==> src/rtl/femto_bus_pkg.sv <==
// Shared types and constants for the femto bus interconnect.
// The default region map routes the femto SoC peripherals by m_addr[31:16].
package femto_bus_pkg;

  localparam int DATA_W   = 32;
  localparam int REGION_W = 16;

  localparam logic [REGION_W-1:0] REGION_FLASH = 16'h0000;
  localparam logic [REGION_W-1:0] REGION_RAM   = 16'h0040;
  localparam logic [REGION_W-1:0] REGION_DPRAM = 16'h0041;
  localparam logic [REGION_W-1:0] REGION_MULT  = 16'h0042;
  localparam logic [REGION_W-1:0] REGION_UART  = 16'h0043;
  localparam logic [REGION_W-1:0] REGION_GPIO  = 16'h0044;
  localparam logic [REGION_W-1:0] REGION_BCD   = 16'h0001;
  localparam logic [REGION_W-1:0] REGION_DIV   = 16'h0045;

  // Entry 0 sits in the least-significant 16 bits.
  localparam logic [8*REGION_W-1:0] DEFAULT_REGION_MAP = {
    REGION_DIV, REGION_BCD, REGION_GPIO, REGION_UART,
    REGION_MULT, REGION_DPRAM, REGION_RAM, REGION_FLASH
  };

  localparam logic [DATA_W-1:0] ERR_DATA_DEFAULT = 32'hDEADBEEF;

  typedef enum logic [1:0] {
    ST_IDLE     = 2'd0,
    ST_RD_WAIT  = 2'd1,
    ST_WR_WAIT  = 2'd2,
    ST_ERR_RESP = 2'd3
  } bus_state_t;

endpackage

==> src/rtl/femto_bus_decode.sv <==
// Combinational region matcher: lowest matching table entry wins,
// otherwise the default channel is used if it exists.
module femto_bus_decode
  import femto_bus_pkg::*;
#(
  parameter int N_SLAVES = 8,
  parameter logic [N_SLAVES*REGION_W-1:0] REGION_MAP = DEFAULT_REGION_MAP,
  parameter int DEFAULT_SLAVE = 0,
  localparam int SEL_W = (N_SLAVES > 1) ? $clog2(N_SLAVES) : 1
) (
  input  logic [REGION_W-1:0] region,
  output logic [SEL_W-1:0]    index,
  output logic                hit,
  output logic                mapped
);

  localparam logic DEFAULT_OK = (DEFAULT_SLAVE < N_SLAVES);

  logic match;

  // Descending scan so the lowest matching entry is the one left in index.
  always_comb begin
    index = SEL_W'(DEFAULT_SLAVE);
    hit   = 1'b0;
    match = 1'b0;
    for (int i = N_SLAVES - 1; i >= 0; i--) begin
      match = (region == REGION_MAP[i*REGION_W +: REGION_W]);
      index = match ? SEL_W'(i) : index;
      hit   = hit | match;
    end
    mapped = hit | DEFAULT_OK;
  end

endmodule

==> src/rtl/femto_bus_interconnect.sv <==
// Region-mapped interconnect between the FemtoRV32 mem_* bus and N slaves,
// with wait-state tracking, a busy watchdog and first-error capture.
module femto_bus_interconnect
  import femto_bus_pkg::*;
#(
  parameter int N_SLAVES = 8,
  parameter logic [N_SLAVES*REGION_W-1:0] REGION_MAP = DEFAULT_REGION_MAP,
  parameter int DEFAULT_SLAVE = 0,
  parameter int TIMEOUT = 255,
  parameter logic [DATA_W-1:0] ERR_DATA = ERR_DATA_DEFAULT,
  localparam int SEL_W = (N_SLAVES > 1) ? $clog2(N_SLAVES) : 1
) (
  input  logic                       clk,
  input  logic                       reset,
  input  logic [DATA_W-1:0]          m_addr,
  input  logic [DATA_W-1:0]          m_wdata,
  input  logic [3:0]                 m_wmask,
  input  logic                       m_rstrb,
  output logic [DATA_W-1:0]          m_rdata,
  output logic                       m_rbusy,
  output logic                       m_wbusy,
  output logic [N_SLAVES-1:0]        s_cs,
  output logic                       s_rd,
  output logic                       s_wr,
  output logic [DATA_W-1:0]          s_wdata,
  input  logic [N_SLAVES*DATA_W-1:0] s_rdata,
  input  logic [N_SLAVES-1:0]        s_rbusy,
  input  logic [N_SLAVES-1:0]        s_wbusy,
  input  logic                       err_clr,
  output logic                       err_valid,
  output logic                       err_ovf,
  output logic                       err_write,
  output logic                       err_timeout,
  output logic [DATA_W-1:0]          err_addr
);

  localparam logic [7:0] TIMEOUT_LAST = 8'(TIMEOUT - 1);

  bus_state_t         state_r, state_s;
  logic [SEL_W-1:0]   sel_r, sel_s;
  logic [DATA_W-1:0]  addr_r, addr_s;
  logic [7:0]         cnt_r, cnt_s;

  logic [SEL_W-1:0]   dec_index_s;
  logic               dec_hit_s, dec_mapped_s, access_ok_s;
  logic               wr_s, busy_s;
  logic               ev_s, ev_write_s, ev_timeout_s;
  logic [DATA_W-1:0]  ev_addr_s;
  logic [DATA_W-1:0]  slave_rdata [N_SLAVES];

  function automatic logic [N_SLAVES-1:0] onehot(input logic [SEL_W-1:0] idx);
    logic [N_SLAVES-1:0] v;
    v      = {N_SLAVES{1'b0}};
    v[idx] = 1'b1;
    return v;
  endfunction

  for (genvar g = 0; g < N_SLAVES; g++) begin : g_rdata
    assign slave_rdata[g] = s_rdata[g*DATA_W +: DATA_W];
  end

  femto_bus_decode #(
    .N_SLAVES     (N_SLAVES),
    .REGION_MAP   (REGION_MAP),
    .DEFAULT_SLAVE(DEFAULT_SLAVE)
  ) u_decode (
    .region(m_addr[DATA_W-1:DATA_W-REGION_W]),
    .index (dec_index_s),
    .hit   (dec_hit_s),
    .mapped(dec_mapped_s)
  );

  assign access_ok_s = dec_mapped_s | dec_hit_s;
  assign wr_s        = |m_wmask;
  assign s_rd        = m_rstrb;
  assign s_wr        = wr_s;
  assign s_wdata     = m_wdata;

  // Next-state, bus outputs and error events; wait states use the latched selection.
  always_comb begin
    state_s      = state_r;
    sel_s        = sel_r;
    addr_s       = addr_r;
    cnt_s        = cnt_r;
    m_rdata      = slave_rdata[sel_r];
    m_rbusy      = 1'b0;
    m_wbusy      = 1'b0;
    s_cs         = {N_SLAVES{1'b0}};
    busy_s       = 1'b0;
    ev_s         = 1'b0;
    ev_write_s   = 1'b0;
    ev_timeout_s = 1'b0;
    ev_addr_s    = m_addr;
    case (state_r)
      ST_IDLE: begin
        m_wbusy = access_ok_s & s_wbusy[dec_index_s];
        if (m_rstrb | wr_s) begin
          s_cs = access_ok_s ? onehot(dec_index_s) : {N_SLAVES{1'b0}};
          if (!access_ok_s) begin
            ev_s       = 1'b1;
            ev_write_s = ~m_rstrb;
            state_s    = ST_ERR_RESP;
          end else if (m_rstrb | s_wbusy[dec_index_s]) begin
            sel_s   = dec_index_s;
            addr_s  = m_addr;
            cnt_s   = 8'd0;
            state_s = m_rstrb ? ST_RD_WAIT : ST_WR_WAIT;
          end else begin
            state_s = ST_IDLE;
          end
        end else begin
          s_cs = {N_SLAVES{1'b0}};
        end
      end
      ST_RD_WAIT, ST_WR_WAIT: begin
        s_cs   = onehot(sel_r);
        busy_s = (state_r == ST_RD_WAIT) ? s_rbusy[sel_r] : s_wbusy[sel_r];
        if (!busy_s) begin
          state_s = ST_IDLE;
        end else if (cnt_r == TIMEOUT_LAST) begin
          state_s      = ST_IDLE;
          m_rdata      = ERR_DATA;
          ev_s         = 1'b1;
          ev_timeout_s = 1'b1;
          ev_write_s   = (state_r == ST_WR_WAIT);
          ev_addr_s    = addr_r;
        end else begin
          cnt_s   = cnt_r + 8'd1;
          m_rbusy = (state_r == ST_RD_WAIT);
          m_wbusy = (state_r == ST_WR_WAIT);
        end
      end
      ST_ERR_RESP: begin
        m_rdata = ERR_DATA;
        state_s = ST_IDLE;
      end
      default: begin
        state_s = ST_IDLE;
      end
    endcase
  end

  // Transaction state register.
  always_ff @(posedge clk) begin
    if (reset) begin
      state_r <= ST_IDLE;
      sel_r   <= {SEL_W{1'b0}};
      addr_r  <= 32'd0;
      cnt_r   <= 8'd0;
    end else begin
      state_r <= state_s;
      sel_r   <= sel_s;
      addr_r  <= addr_s;
      cnt_r   <= cnt_s;
    end
  end

  // First-error capture; a clear in the same cycle as a new error lets it load.
  always_ff @(posedge clk) begin
    if (reset) begin
      err_valid   <= 1'b0;
      err_ovf     <= 1'b0;
      err_write   <= 1'b0;
      err_timeout <= 1'b0;
      err_addr    <= 32'd0;
    end else if (ev_s && (!err_valid || err_clr)) begin
      err_valid   <= 1'b1;
      err_ovf     <= 1'b0;
      err_write   <= ev_write_s;
      err_timeout <= ev_timeout_s;
      err_addr    <= ev_addr_s;
    end else if (ev_s) begin
      err_ovf <= 1'b1;
    end else if (err_clr) begin
      err_valid <= 1'b0;
      err_ovf   <= 1'b0;
    end else begin
      err_valid <= err_valid;
    end
  end

endmodule

==> config.mk <==
export PLATFORM = sky130hd
export DESIGN_NAME = femto_bus_interconnect
export DESIGN_NICKNAME = d
export VERILOG_FILES = /design/src/rtl/femto_bus_pkg.sv /design/src/rtl/femto_bus_decode.sv /design/src/rtl/femto_bus_interconnect.sv
export SDC_FILE = /design/constraint.sdc
export NUM_CORES = 1
export LEC_CHECK = 0
export BUFFER_PORTS_ARGS = -buffer_cell sky130_fd_sc_hd__buf_2
export CAP_MARGIN = 10
export CORE_AREA = 2 2 176 178
export DETAILED_ROUTE_END_ITERATION = 10
export DIE_AREA = 0 0 178 180
export HOLD_SLACK_MARGIN = 0.06
export PLACE_DENSITY_LB_ADDON = 0.15
export SETUP_SLACK_MARGIN = 0.1
export SLEW_MARGIN = 40
export SYNTH_ARGS = -nofsm -noshare
export SYNTH_HDL_FRONTEND = slang
export SYNTH_SLANG_ARGS = --single-unit
==> constraint.sdc <==
create_clock -name clk -period 4.1 [get_ports clk]
set_clock_uncertainty 0.2 [all_clocks]
set_input_delay 0.205 -clock clk [delete_from_list [all_inputs] [get_ports clk]]
set_output_delay 0.205 -clock clk [all_outputs]
set_load 0.05 [all_outputs]
==> impl_metrics.toml <==
[drt]
via_per_inst = 4.85
drc = 0
vias = 7443
drt_pass1_iterations = 4
drtAntennaViolNets = 0
routedWlPerCell_um = 23.0
drt_iter0_drc = 379
wirelength_um = 35300

[synth]
synth_edf_count = 0
avgSynthCellArea_um2 = 8.14
synth_cell_type_count = 65
yosysWarnings = 0
synth.top_cell.area_share_pct = 25.8
async_flop_share_pct = 0
syn_nets = 1123
yosysTopAreaCell = "dfxtp_1"
synth_area_um2 = 6280
netlist_instances = 772
seq_area_frac_synth_pct = 25.8
synth_seq_cells = 81
synth_ff_type = "dfxtp_1"
synthTopCellsByArea = "dfxtp_1 26%, mux2i_1 10%, mux4_2 7.2%, nor2_1 6.7%, a21oi_1 6.2%"

[setup_path]
r2r_setup_slack_ps = 870
r2r_cells = 8
cp-start-kind = "input pin"
crit_start = "m_addr[28]"
arrival_ps = 3310
worstReg2RegStart = "sel_r[0]"
worst_setup_path_end_kind = "output port"
crit_fanout = 7
critPathKind = "input pin to output port"
crit_required_ps = 3690
setup.worst_path.end = "m_wbusy"
r2r_end = "err_addr[30]"

[die]
die_h_um = 180
die_w_um = 178
num_rows = 64
design.die.area_um2 = 32000
core-area_um2 = 30200
initial_core_util_pct = 20.8
num_io_pins = 456

[timing]
rsz0062_at_grt = "no"
maxSlewViolCount = 0
hold_viol_final = 0
finalSetupViolCount = 0
fin_crit_ps = 3720
max_freq_mhz = 269
worstMarginPinSlew_ps = 768
finalSetupTns_ps = 0
min_period_over_period_pct = 90.6
relSlewSlack_pct = 48.8
setup_slack_ps = 384

[global_route]
antenna_found_initial = 18
grt-ovfl-total = 0
grt_pass1_wl_um = 50300
grt_usage_pct = 21.5
grt_pass1_vias = 7430
grt_max_degree = 52

[pwr]
fin_total_pwr_mw = 2.59
p_comb_share_pct = 37.0
internal-power_mw = 1.62
p_switching_mw = 0.971
seq_power_share_pct = 32.4
ir_worst_vdd_mv = 0.184
netSwitchingFraction_pct = 37.5
leakage_nw = 4.22
pwr-share-clk_pct = 30.5
power.density_nw_per_um2 = 284

[placed_design]
portBuffers = 391
dp_hpwl_um = 29000
post-place-ws_ps = 877
place_congestion = 0.944

[run]
max-cap-violations = 0

[final_layout]
layout_common_cells = "386 x buf_2, 113 x nor2_1, 78 x a21oi_1, 78 x dfxtp_1, 63 x mux2i_1"
synthToLayoutAreaGrowth_pct = 45.4
drive_gt1_share_pct = 43.4
layout_commonest_cell = "buf_2"
fillers = 3343
multi_input_area_um2 = 4090
seqCellArea_um2 = 1630
num-nets-final = 1474

[clock_tree]
htreeDepth = 3
cts_sinks = 81
cts_root_buffer = "clkbuf_16"
clk_pin_slew_worst_paths_ps = 70
clock_path_buffers = 2
clk_latency_ps = 340
cts_buffers = 9
tritoncts = "built"
cts_resized = 0

[min_path]
hold_class = "input pin to flip-flop"

[status]
status = "complete, no violations"
[cells by family after synthesis]
kind of cell	count (synthesis)	share of synthesized area, %
and+or+nand+nor	214	16.3
AOI/OAI and AO/OA	250	26.1
muxes	104	21.0
xor gates and xnor gates	1	0.139
DFF	81	25.8
adders and majority gates	7	1.39
buffers and inverters	115	9.34
[synth_stat cells, drive strengths merged, types with 8 or more instances]
cell	instances
nor2	113
mux2i	63
nand2	10
clkbuf	45
mux4	20
dfxtp	81
a22oi	13
nand3	41
buf	61
a21oi	80
nand2b	8
mux2	21
o21ai	68
a221oi	40
a31oi	11
[power groups by stage]
stage          registers (mW)  logic (mW)  clock network [mW]
3_3_place_gp            0.858       0.937                   0
4_1_cts                 0.841       0.965               0.824
6_report                0.840       0.959               0.791
3_5_place_dp            0.860       0.937                   0
2_1_floorplan           0.847       0.644                   0
5_1_grt                 0.844        1.03               0.857
[what timing repair did]
action                                  in CTS  in global routing
buffers inserted                             0                  0
hold buffers                                33                  0
hold endpoints to repair                    34                  0
endpoints found under the setup margin       0                  0
[stage by stage]
stage	hold WS [ps]	instances	util [%]	instance area, µm²
4_1_cts	77.5	1524	30.2	9110
3_3_place_gp	210	1475	28.1	8480
2_1_floorplan	84.3	772	-	6280
5_1_grt	92.8	1531	30.2	9130
6_report	89.8	1535	30.3	9140
3_5_place_dp	210	1475	28.1	8490
[state kept, by name, indices dropped and copies added, names as in the netlist]
| signal | count |
|---|---|
| err_write | 1 |
| err_valid | 1 |
| sel_r | 3 |
| err_addr | 32 |
| err_timeout | 1 |
| cnt_r | 8 |
| err_ovf | 1 |
| addr_r | 32 |
| state_r | 2 |
[critical path, stage by stage]
cell           delay (ps)
dlygate4sd3_1         540
buf_2                 130
or4_4                 550
or4b_4                620
nor3_4                340
a221oi_2              200
o31a_2                170
a22oi_1               240
nor2_1                 60
buf_2                 230
[metal layers]
layer	share of wire (%)	track usage, %
met5	0.60	3.70
met2	46	34.1
met4	2.5	6.39
met1	40	25.3
met3	11	10.2
[area by class of cell]
type,count,share of cell area [%]
antenna,11,0.301
clock buffer,10,2.62
clock inverter,6,0.562
inverter,9,0.370
multi-input combinational,576,44.8
sequential,81,17.8
tap,396,5.42
timing repair buffer,446,28.1
[how the worst min path moves through the flow]
stage                      from          end  cells past startpoint
global route            m_rstrb   state_r[0]                      4
floorplan               err_clr      err_ovf                      1
finish                  m_rstrb   state_r[0]                      4
detailed placement  m_wdata[30]  s_wdata[30]                      0
CTS                     m_rstrb   state_r[0]                      4
global placement    m_wdata[30]  s_wdata[30]                      0
Note: power is estimated with default switching activity, not from simulation.
